==> src/rtl/min_os_host.sv <==
// Host-side MinOS endpoint: decodes leds/display chunks into mirrors and
// schedules switches/buttons chunks toward the TX chunker.
module min_os_host #(
  parameter logic [7:0] LEDS_RX_CHUNK_TYPE     = 8'd2,
  parameter logic [7:0] DISPLAY_RX_CHUNK_TYPE  = 8'd6,
  parameter logic [7:0] SWITCHES_TX_CHUNK_TYPE = 8'd4,
  parameter logic [7:0] BUTTONS_TX_CHUNK_TYPE  = 8'd3,
  parameter int RX_CONTENT_BUFFER_BYTE_SIZE  = 3,
  parameter int RX_CONTENT_BUFFER_INDEX_SIZE = 32,
  parameter int TX_CONTENT_BUFFER_BYTE_SIZE  = 5,
  parameter int TX_CONTENT_BUFFER_INDEX_SIZE = 32,
  parameter int DISPLAY_BUFFER_BYTE_SIZE     = 64
) (
  input  logic CLK,
  input  logic reset,
  input  logic [7:0] rx_chunk_type,
  input  logic [RX_CONTENT_BUFFER_BYTE_SIZE*8-1:0] rx_chunk_bytes,
  input  logic [RX_CONTENT_BUFFER_INDEX_SIZE-1:0] rx_chunk_byte_size,
  input  logic rx_is_chunk_ready,
  output logic tx_is_chunk_ready,
  output logic [7:0] tx_chunk_type,
  output logic [TX_CONTENT_BUFFER_BYTE_SIZE*8-1:0] tx_chunk_bytes,
  output logic [TX_CONTENT_BUFFER_INDEX_SIZE-1:0] tx_chunk_byte_size,
  input  logic tx_is_chunker_done,
  input  logic [7:0] switches_in,
  input  logic [7:0] button_index_in,
  input  logic button_pressed_in,
  input  logic button_event,
  output logic [7:0] leds_out,
  output logic [DISPLAY_BUFFER_BYTE_SIZE*8-1:0] display_out,
  output logic leds_updated,
  output logic display_updated,
  output logic rx_error,
  output logic button_overrun
);

  localparam int DW = $clog2(DISPLAY_BUFFER_BYTE_SIZE);

  typedef enum logic [3:0] {
    IDLE, SW_CHECK, SW_START, SW_STOP, SW_WAIT,
    BTN_CHECK, BTN_START, BTN_STOP, BTN_WAIT, FINISHED
  } state_t;

  state_t state;

  logic [7:0] rx_idx;
  logic [7:0] rx_val;
  logic       is_leds;
  logic       is_disp;
  logic       size_one;
  logic       size_two;
  logic       idx_ok;
  logic       unused_rx_bits;

  assign rx_idx   = rx_chunk_bytes[7:0];
  assign rx_val   = rx_chunk_bytes[15:8];
  assign is_leds  = rx_chunk_type == LEDS_RX_CHUNK_TYPE;
  assign is_disp  = rx_chunk_type == DISPLAY_RX_CHUNK_TYPE;
  assign size_one =
    rx_chunk_byte_size == RX_CONTENT_BUFFER_INDEX_SIZE'(1);
  assign size_two =
    rx_chunk_byte_size == RX_CONTENT_BUFFER_INDEX_SIZE'(2);
  assign idx_ok   = 32'(rx_idx) < DISPLAY_BUFFER_BYTE_SIZE;
  assign unused_rx_bits =
    ^rx_chunk_bytes[RX_CONTENT_BUFFER_BYTE_SIZE*8-1:16];

  always_ff @(posedge CLK) begin
    if (reset) begin
      leds_out        <= '0;
      display_out     <= '0;
      leds_updated    <= 1'b0;
      display_updated <= 1'b0;
      rx_error        <= 1'b0;
    end else begin
      leds_updated    <= 1'b0;
      display_updated <= 1'b0;
      rx_error        <= 1'b0;
      if (rx_is_chunk_ready) begin
        unique case (1'b1)
          is_leds: begin
            if (size_one) begin
              leds_out     <= rx_idx;
              leds_updated <= 1'b1;
            end else begin
              rx_error <= 1'b1;
            end
          end
          is_disp: begin
            if (size_two && idx_ok) begin
              display_out[{rx_idx[DW-1:0], 3'b000} +: 8] <= rx_val;
              display_updated <= 1'b1;
            end else begin
              rx_error <= 1'b1;
            end
          end
          default: ;
        endcase
      end
    end
  end

  logic [7:0] last_sent_switches;
  logic [7:0] btn_index;
  logic       btn_pressed;
  logic       button_pending;
  logic       sw_pending;

  assign sw_pending = switches_in != last_sent_switches;

  always_ff @(posedge CLK) begin
    if (reset) begin
      state              <= IDLE;
      tx_is_chunk_ready  <= 1'b0;
      tx_chunk_type      <= '0;
      tx_chunk_bytes     <= '0;
      tx_chunk_byte_size <= '0;
      last_sent_switches <= '0;
      btn_index          <= '0;
      btn_pressed        <= 1'b0;
      button_pending     <= 1'b0;
      button_overrun     <= 1'b0;
    end else begin
      button_overrun <= 1'b0;
      case (state)
        IDLE:
          if (sw_pending || button_pending) state <= SW_CHECK;
        SW_CHECK:
          state <= sw_pending ? SW_START : BTN_CHECK;
        SW_START: begin
          tx_chunk_type       <= SWITCHES_TX_CHUNK_TYPE;
          tx_chunk_bytes[7:0] <= switches_in;
          tx_chunk_byte_size  <= TX_CONTENT_BUFFER_INDEX_SIZE'(1);
          tx_is_chunk_ready   <= 1'b1;
          last_sent_switches  <= switches_in;
          state               <= SW_STOP;
        end
        SW_STOP: begin
          tx_is_chunk_ready  <= 1'b0;
          tx_chunk_byte_size <= '0;
          state              <= SW_WAIT;
        end
        SW_WAIT:
          if (tx_is_chunker_done) state <= BTN_CHECK;
        BTN_CHECK:
          state <= button_pending ? BTN_START : FINISHED;
        BTN_START: begin
          tx_chunk_type  <= BUTTONS_TX_CHUNK_TYPE;
          tx_chunk_bytes[15:0] <= {7'b0, btn_pressed, btn_index};
          tx_chunk_byte_size   <= TX_CONTENT_BUFFER_INDEX_SIZE'(2);
          tx_is_chunk_ready    <= 1'b1;
          button_pending       <= 1'b0;
          state                <= BTN_STOP;
        end
        BTN_STOP: begin
          tx_is_chunk_ready  <= 1'b0;
          tx_chunk_byte_size <= '0;
          state              <= BTN_WAIT;
        end
        BTN_WAIT:
          if (tx_is_chunker_done) state <= FINISHED;
        FINISHED:
          state <= IDLE;
        default:
          state <= IDLE;
      endcase
      // an event landing on the START load survives the clear above
      if (button_event) begin
        btn_index      <= button_index_in;
        btn_pressed    <= button_pressed_in;
        button_pending <= 1'b1;
        if (button_pending && state != BTN_START)
          button_overrun <= 1'b1;
      end
    end
  end

endmodule

==> config.mk <==
export PLATFORM = sky130hd
export DESIGN_NAME = min_os_host
export DESIGN_NICKNAME = d
export VERILOG_FILES = /design/src/rtl/min_os_host.sv
export SDC_FILE = /design/constraint.sdc
export NUM_CORES = 1
export LEC_CHECK = 0
export CORE_AREA = 2 2 267 269
export CTS_BUF_LIST = sky130_fd_sc_hd__clkbuf_2
export CTS_CLUSTER_DIAMETER = 80
export DETAILED_ROUTE_END_ITERATION = 6
export DIE_AREA = 0 0 269 271
export PLACE_DENSITY = 0.61
export SKIP_LAST_GASP = 1
export SYNTH_ARGS = -nofsm -noshare
export SYNTH_HDL_FRONTEND = slang
export SYNTH_SLANG_ARGS = --single-unit
==> constraint.sdc <==
create_clock -name CLK -period 4 [get_ports CLK]
set_clock_uncertainty 0.1 [all_clocks]
set_input_delay 0.6 -clock CLK [delete_from_list [all_inputs] [get_ports CLK]]
set_output_delay 0.6 -clock CLK [all_outputs]
set_load 0.005 [all_outputs]
; Yosys cells after proc, flatten, opt, wreduce, memory -nomap -nowiden
; Cells that the tools add are included.
; Widths: inputs -> output; s select.
[totals]
memories = 0
latch_bits = 0
reg_bits = 596
output_inout_bits = 605
mem_bits_rw = 0
wordCells = 77
in_bits = 86
rom_bits = 0
[op_classes]
addsub = 1
n_bitwise = 4
n_lt_le_gt_ge = 1
n_eq_ne = 17
div_mod_pow = 0
shifts = 2
multipliers = 0
mux = 19
reduce_logical = 17
[ops]
columns = operator, n
row1 = $bwmux 512, 1
row2 = $shift 8x11->512 const A, 1
row3 = $shiftx 8x11->512, 1
row4 = $pmux 32 s3, 1
row5 = $pmux 4 s9, 1
row6 = $eq 32x1->1 const B, 1
row7 = $eq 32x2->1 const B, 1
row8 = $pmux 8 s2, 2
row9 = $eq 4x3->1 const B, 4
row10 = $mux 4, 4
row11 = $neg 9->11, 1
row12 = $reduce_and 3->1, 3
row13 = $eq 4x2->1 const B, 2
row14 = $eq 8x2->1 const B, 1
row15 = $eq 8x3->1 const B, 1
row16 = $lt 8x7->1 const B, 1
row17 = $ne 8x8->1, 1
row18 = $reduce_or 2->1, 4
row19 = $mux 1, 7
row20 = $ne 2x2->1 const B, 3
row21 = $reduce_bool 2->1, 3
row22 = $reduce_or 3->1, 2
row23 = $eq 4x1->1 const B, 1
row24 = $eq 4x4->1 const B, 1
row25 = other kinds (8), 13

; Depth between registers and ports, before layout
[depth]
depth_word = 4
depth_mapped = 11
depth_no_buf = 7

; Worst setup path after synthesis
; OpenSTA, ideal clock, no wires.
[synth_path]
path_kind = input -> register
start = input port rx_chunk_bytes[1]
end = register display_out[264]
path_buffers = 3
setup_ns = 0.124
stages = 10
required_ns = 3.776
arrival_time_ns = 2.860
path_slack_ns = 0.916
cell_sequence = clkbuf_1 > inv_1 > ha_1 > xnor2_1 > nand4_1 > or4_4 > buf_6 > buf_6 > o21ai_0 > o21ai_1
[synth_via]
elab_chain_cells = 3
word_cells_on_any_way = 7
cone_classes = 1 x add/sub / 1 x order compare / 2 x shift / 1 x mux / 2 x reduce/logical
[synth_lines]
columns = element, line_no
row1 = start: declaration, 17  ; input logic [RX_CONTENT_BUFFER_BYTE_SIZE*8-1:0] rx_chunk_bytes,
row2 = $neg 9->11 or $lt 8x7->1 (tied branches), "90, 63"
row3 = "$shiftx 8x11->512, or another cell as far along", 90  ; display_out[{rx_idx[DW-1:0], 3'b000} +: 8] <= rx_val;
row4 = $bwmux 512 or $reduce_and 3->1 (tied branches), n/a
row5 = end signal: indexed assignment, 90
row6 = end: declaration, 30  ; output logic [DISPLAY_BUFFER_BYTE_SIZE*8-1:0] display_out,
; Several ways; a longest one is shown, not always the timed one.
; A chain may end at the register's enable or synchronous reset.

; Worst setup path in the final report
[layout_path]
start = input port rx_chunk_bytes[1]
end = register display_out[435]
; The elaborated chain is that of the path after synthesis.

==> run summary <==
========================================================================================
Count of buffers from port buffering ......................................          616
Number of library cell types mapped by synthesis ..........................           62
Core area .................................................................    69800 µm²
Nets ......................................................................         3266
Global-route wire length before repair ....................................    136000 µm
Die boundary width ........................................................       269 µm
Netlist area before placement .............................................    23900 µm²
Antenna viol nets, final ..................................................            0
Peak clock frequency supported by timing ..................................      320 MHz
I/O pin count .............................................................          691
Min Hold Slack ............................................................     0.218 ns
Number of synthesized register bits .......................................          560
Post-synth EDFFs ..........................................................            0
Final Routed Wirelength ...................................................     93600 µm
Result of the run ......................................................... complete, no violations
Syn-to-layout area delta ..................................................        35.9%
Layout Cell Area excl Fill ................................................    32500 µm²
Peak ir drop on the vdd network ...........................................   0.000195 V
Register area .............................................................    11200 µm²
DR vias ...................................................................        20876
H-tree levels .............................................................            4
Total half-perimeter wirelength after legalization and detailed placement .     64300 µm
End point of the most critical hold path .................................. rx_error$_SDFF_PP0_
Remaining global-route overflow ...........................................            0
Async SR Flop Fraction ....................................................            0
Post-layout total power ...................................................      10.5 mW
Antenna violations before repair ..........................................            5
Element type at the critical path start ...................................   input port
Crit path required time ...................................................      5.03 ns
Total setup violations reported at the end of the flow ....................            0
Via/cell ratio ............................................................         4.94
Setup crit end kind .......................................................     register
Post-Layout Cell Count ....................................................         4224
Clock latency of the later-clocked register in the worst-skew pair ........      1.22 ns
Static leakage ............................................................      13.2 nW
CTS tree ..................................................................        built
Path class of the lowest-slack min-delay path .............................       in2reg
Gate Count Post-Synth .....................................................         2488
Dominant register cell in the synthesized netlist .........................      dfxtp_1
Setup WS pre-CTS ..........................................................     0.185 ns
1st-iter DRT viols ........................................................         1480
Dpl cell area .............................................................    30800 µm²
Logic depth of the worst register-to-register path ........................            5
Root buffer cell ..........................................................     clkbuf_2
Switch share ..............................................................        0.291
Count of warnings emitted by yosys ........................................            0
Switching power ...........................................................      3.06 mW
Placer congestion estimate ................................................        0.842
Crit path from ............................................................ rx_chunk_bytes[1]
Die Height ................................................................       271 µm
Final Max Tran Viols ......................................................            0
Post-layout worst setup margin ............................................     0.876 ns
Total of max-cap violations ...............................................            0
Rel. slew slack ...........................................................        0.233
Area of the multi-input gates .............................................    11600 µm²
Kind of critical path .....................................................       in2reg
Share of final-layout standard cells stronger than drive strength 1 .......        0.118
Data arrival at the endpoint of the critical path .........................      4.15 ns
TritonCTS Buffers .........................................................          154
WHS Path Cells ............................................................            5
Maximum fanout encountered on the critical timing path ....................           12
Pre-Repair DR Iteration Count .............................................            5
Utilization after layout ..................................................        0.465
Placed instance count .....................................................         3927
Number of global-route vias before repair .................................        20832
Die area ..................................................................    72900 µm²
Tightest Pin Transition ...................................................      1.15 ns
All-layer global routing usage ............................................        0.251
Std-Cell Rows .............................................................           97
Register area share after synthesis .......................................        0.469
Portion of the clock cycle consumed by the worst path in the final layout .        0.781
Post-CTS Setup Bufs .......................................................            0
Clock-pin transition on the worst setup and hold timing paths .............      0.09 ns
Worst setup slack for register-to-register paths ..........................      1.97 ns
R2r endpoint .............................................................. state[0]$_SDFFE_PP0P_
Post-Route Setup TNS ......................................................         0 ns
Mean area per synthesized cell ............................................     9.60 µm²
Number of clock sinks .....................................................          560
Avg WL per Cell ...........................................................      22.2 µm
PwrDens ...................................................................   323 nW/µm²
Largest net degree at the start of global routing .........................          202
Startpoint of the lowest-slack hold path .................................. rx_chunk_byte_size[4]
Initial standard-cell utilization of the core .............................        0.342
Minimum clock period after layout .........................................      3.12 ns
R2R Path Start ............................................................ state[2]$_SDFFE_PP0P_
Internal power contribution ...............................................      7.43 mW
RSZ-0062 raised after global routing ......................................           no
Number of fill cells in the layout ........................................         6733
Share of power burned in registers ........................................        0.535
Fraction of power consumed by combinational cells .........................        0.074
Clk buf depth .............................................................            3
DRC .......................................................................            0
Share of power burned in the clock network ................................        0.390
Final Hold Viols ..........................................................            0
========================================================================================
==> cells in the mapped netlist (3+ instances only) <==
cell type	instances	area, µm²
a211oi_1	12	90.1
a21oi_1	100	500
and2_1	34	213
and3_1	3	18.8
buf_1	3	11.3
buf_2	19	95.1
buf_4	72	541
buf_6	16	180
clkbuf_1	144	541
dfxtp_1	560	11200
ha_1	3	37.5
inv_1	7	26.3
mux2i_1	337	3370
nand2_1	124	465
nand2_2	4	25.0
nand2b_1	326	2040
nand3_1	90	450
nand3_2	3	30.0
nand3_4	32	561
nand4_1	15	93.8
nor2_1	41	154
nor2b_1	123	769
nor3_1	12	60.1
nor4_1	13	81.3
nor4_4	4	85.1
o21a_1	4	30.0
o21ai_0	222	1110
o21ai_1	96	480
o21bai_1	3	22.5
o31ai_1	10	75.1
or3_1	3	18.8
or4_4	5	56.3
xnor2_1	3	26.3
xor2_1	9	78.8
==> flip-flops by register name, indices dropped and copies added (netlist names) <==
register / flops
btn_index: 8
tx_chunk_byte_size: 2
tx_is_chunk_ready: 1
leds_updated: 1
display_updated: 1
leds_out: 8
tx_chunk_bytes: 9
display_out: 512
rx_error: 1
state: 4
btn_pressed: 1
button_overrun: 1
tx_chunk_type: 2
button_pending: 1
last_sent_switches: 8
==> layout make-up <==
| type | instances | area share |
|---|---|---|
| clock inverters | 39 | 0.00717 |
| diodes | 4 | 0.000308 |
| well taps | 940 | 0.0362 |
| repair buffers | 723 | 0.220 |
| inverters | 7 | 0.000810 |
| flip-flops and latches | 560 | 0.345 |
| clock buffers | 220 | 0.0339 |
| multi-input cells | 1731 | 0.356 |
==> layer usage <==
metal | share of wire | vias to the layer above | GRT usage | routed length, µm
met4 | 0.042 | 4 | 0.124 | 3890
met3 | 0.075 | 183 | 0.0724 | 6990
met2 | 0.49 | 837 | 0.418 | 45600
met5 | 0.00027 | - | 0 | 25
li1 | - | 9823 | - | -
met1 | 0.40 | 10029 | 0.292 | 37000
==> power by group through the flow <==
| stage | sequential, mW | combinational (mW) | clock [mW] |
|---|---|---|---|
| floorplan | 5.74 | 0.445 | 0 |
| global placement | 5.75 | 0.735 | 0 |
| detailed placement | 5.75 | 0.746 | 0 |
| CTS | 5.62 | 0.777 | 4.24 |
| global route | 5.62 | 0.828 | 4.53 |
| finish | 5.62 | 0.778 | 4.10 |
==> cells by family after synthesis <==
group | after synthesis | share of synthesized area
compound gates | 463 | 0.103
xor+xnor | 12 | 0.00440
fa+ha+maj | 3 | 0.00157
buf+inv | 262 | 0.0586
flops | 560 | 0.469
mux | 337 | 0.141
other cells | 1 | 0.000157
simple gates | 850 | 0.221
==> critical path, stage by stage <==
cell and delay, ns:
dlygate4sd3_1 0.57, clkdlybuf4s50_1 0.45, inv_1 0.09, ha_1 0.45, or3b_1 0.39, a311oi_1 0.32, o21a_1 0.48, and3_1 0.57
mux2i_1 0.24
==> worst max path at each step <==
stage                     slack [ns]  cells past startpoint                       endpoint
final                           0.88                      9  display_out[435]$_SDFFE_PP0P_
after global routing            0.84                      9  display_out[433]$_SDFFE_PP0P_
after CTS                       0.85                      1               display_out[395]
after detailed placement        0.18                      8  display_out[433]$_SDFFE_PP0P_
after global placement          0.29                      8  display_out[437]$_SDFFE_PP0P_
after floorplan                 0.92                     10  display_out[264]$_SDFFE_PP0P_
==> cell usage in the layout (no fill, tap or decap), drive strengths merged, types with 3 or more instances in the layout <==
master and instances:
buf 74, xnor2 3, dlygate4sd3 34, and2 34
nor2b 123, and3 3, o31ai 10, conb 66
clkbuf 220, nor4 19, inv 14, a21oi 101
nand2 128, mux2i 337, clkinv 28, o21ai 318
o21bai 3, clkdlybuf4s50 615, ha 3, a211oi 12
clkinvlp 3, nor3 13, nand4 15, or3 3
nand3 125, xor2 9, or4 7, diode 4
or3b 4, nor2 43, nand2b 326, o21a 4
dfxtp 560
==> timing repair <==
action	in CTS	in global routing
gates resized for setup	0	0
hold buffers	34	0
endpoints found under the hold margin	172	0
Power figures use the tool's default switching activity.
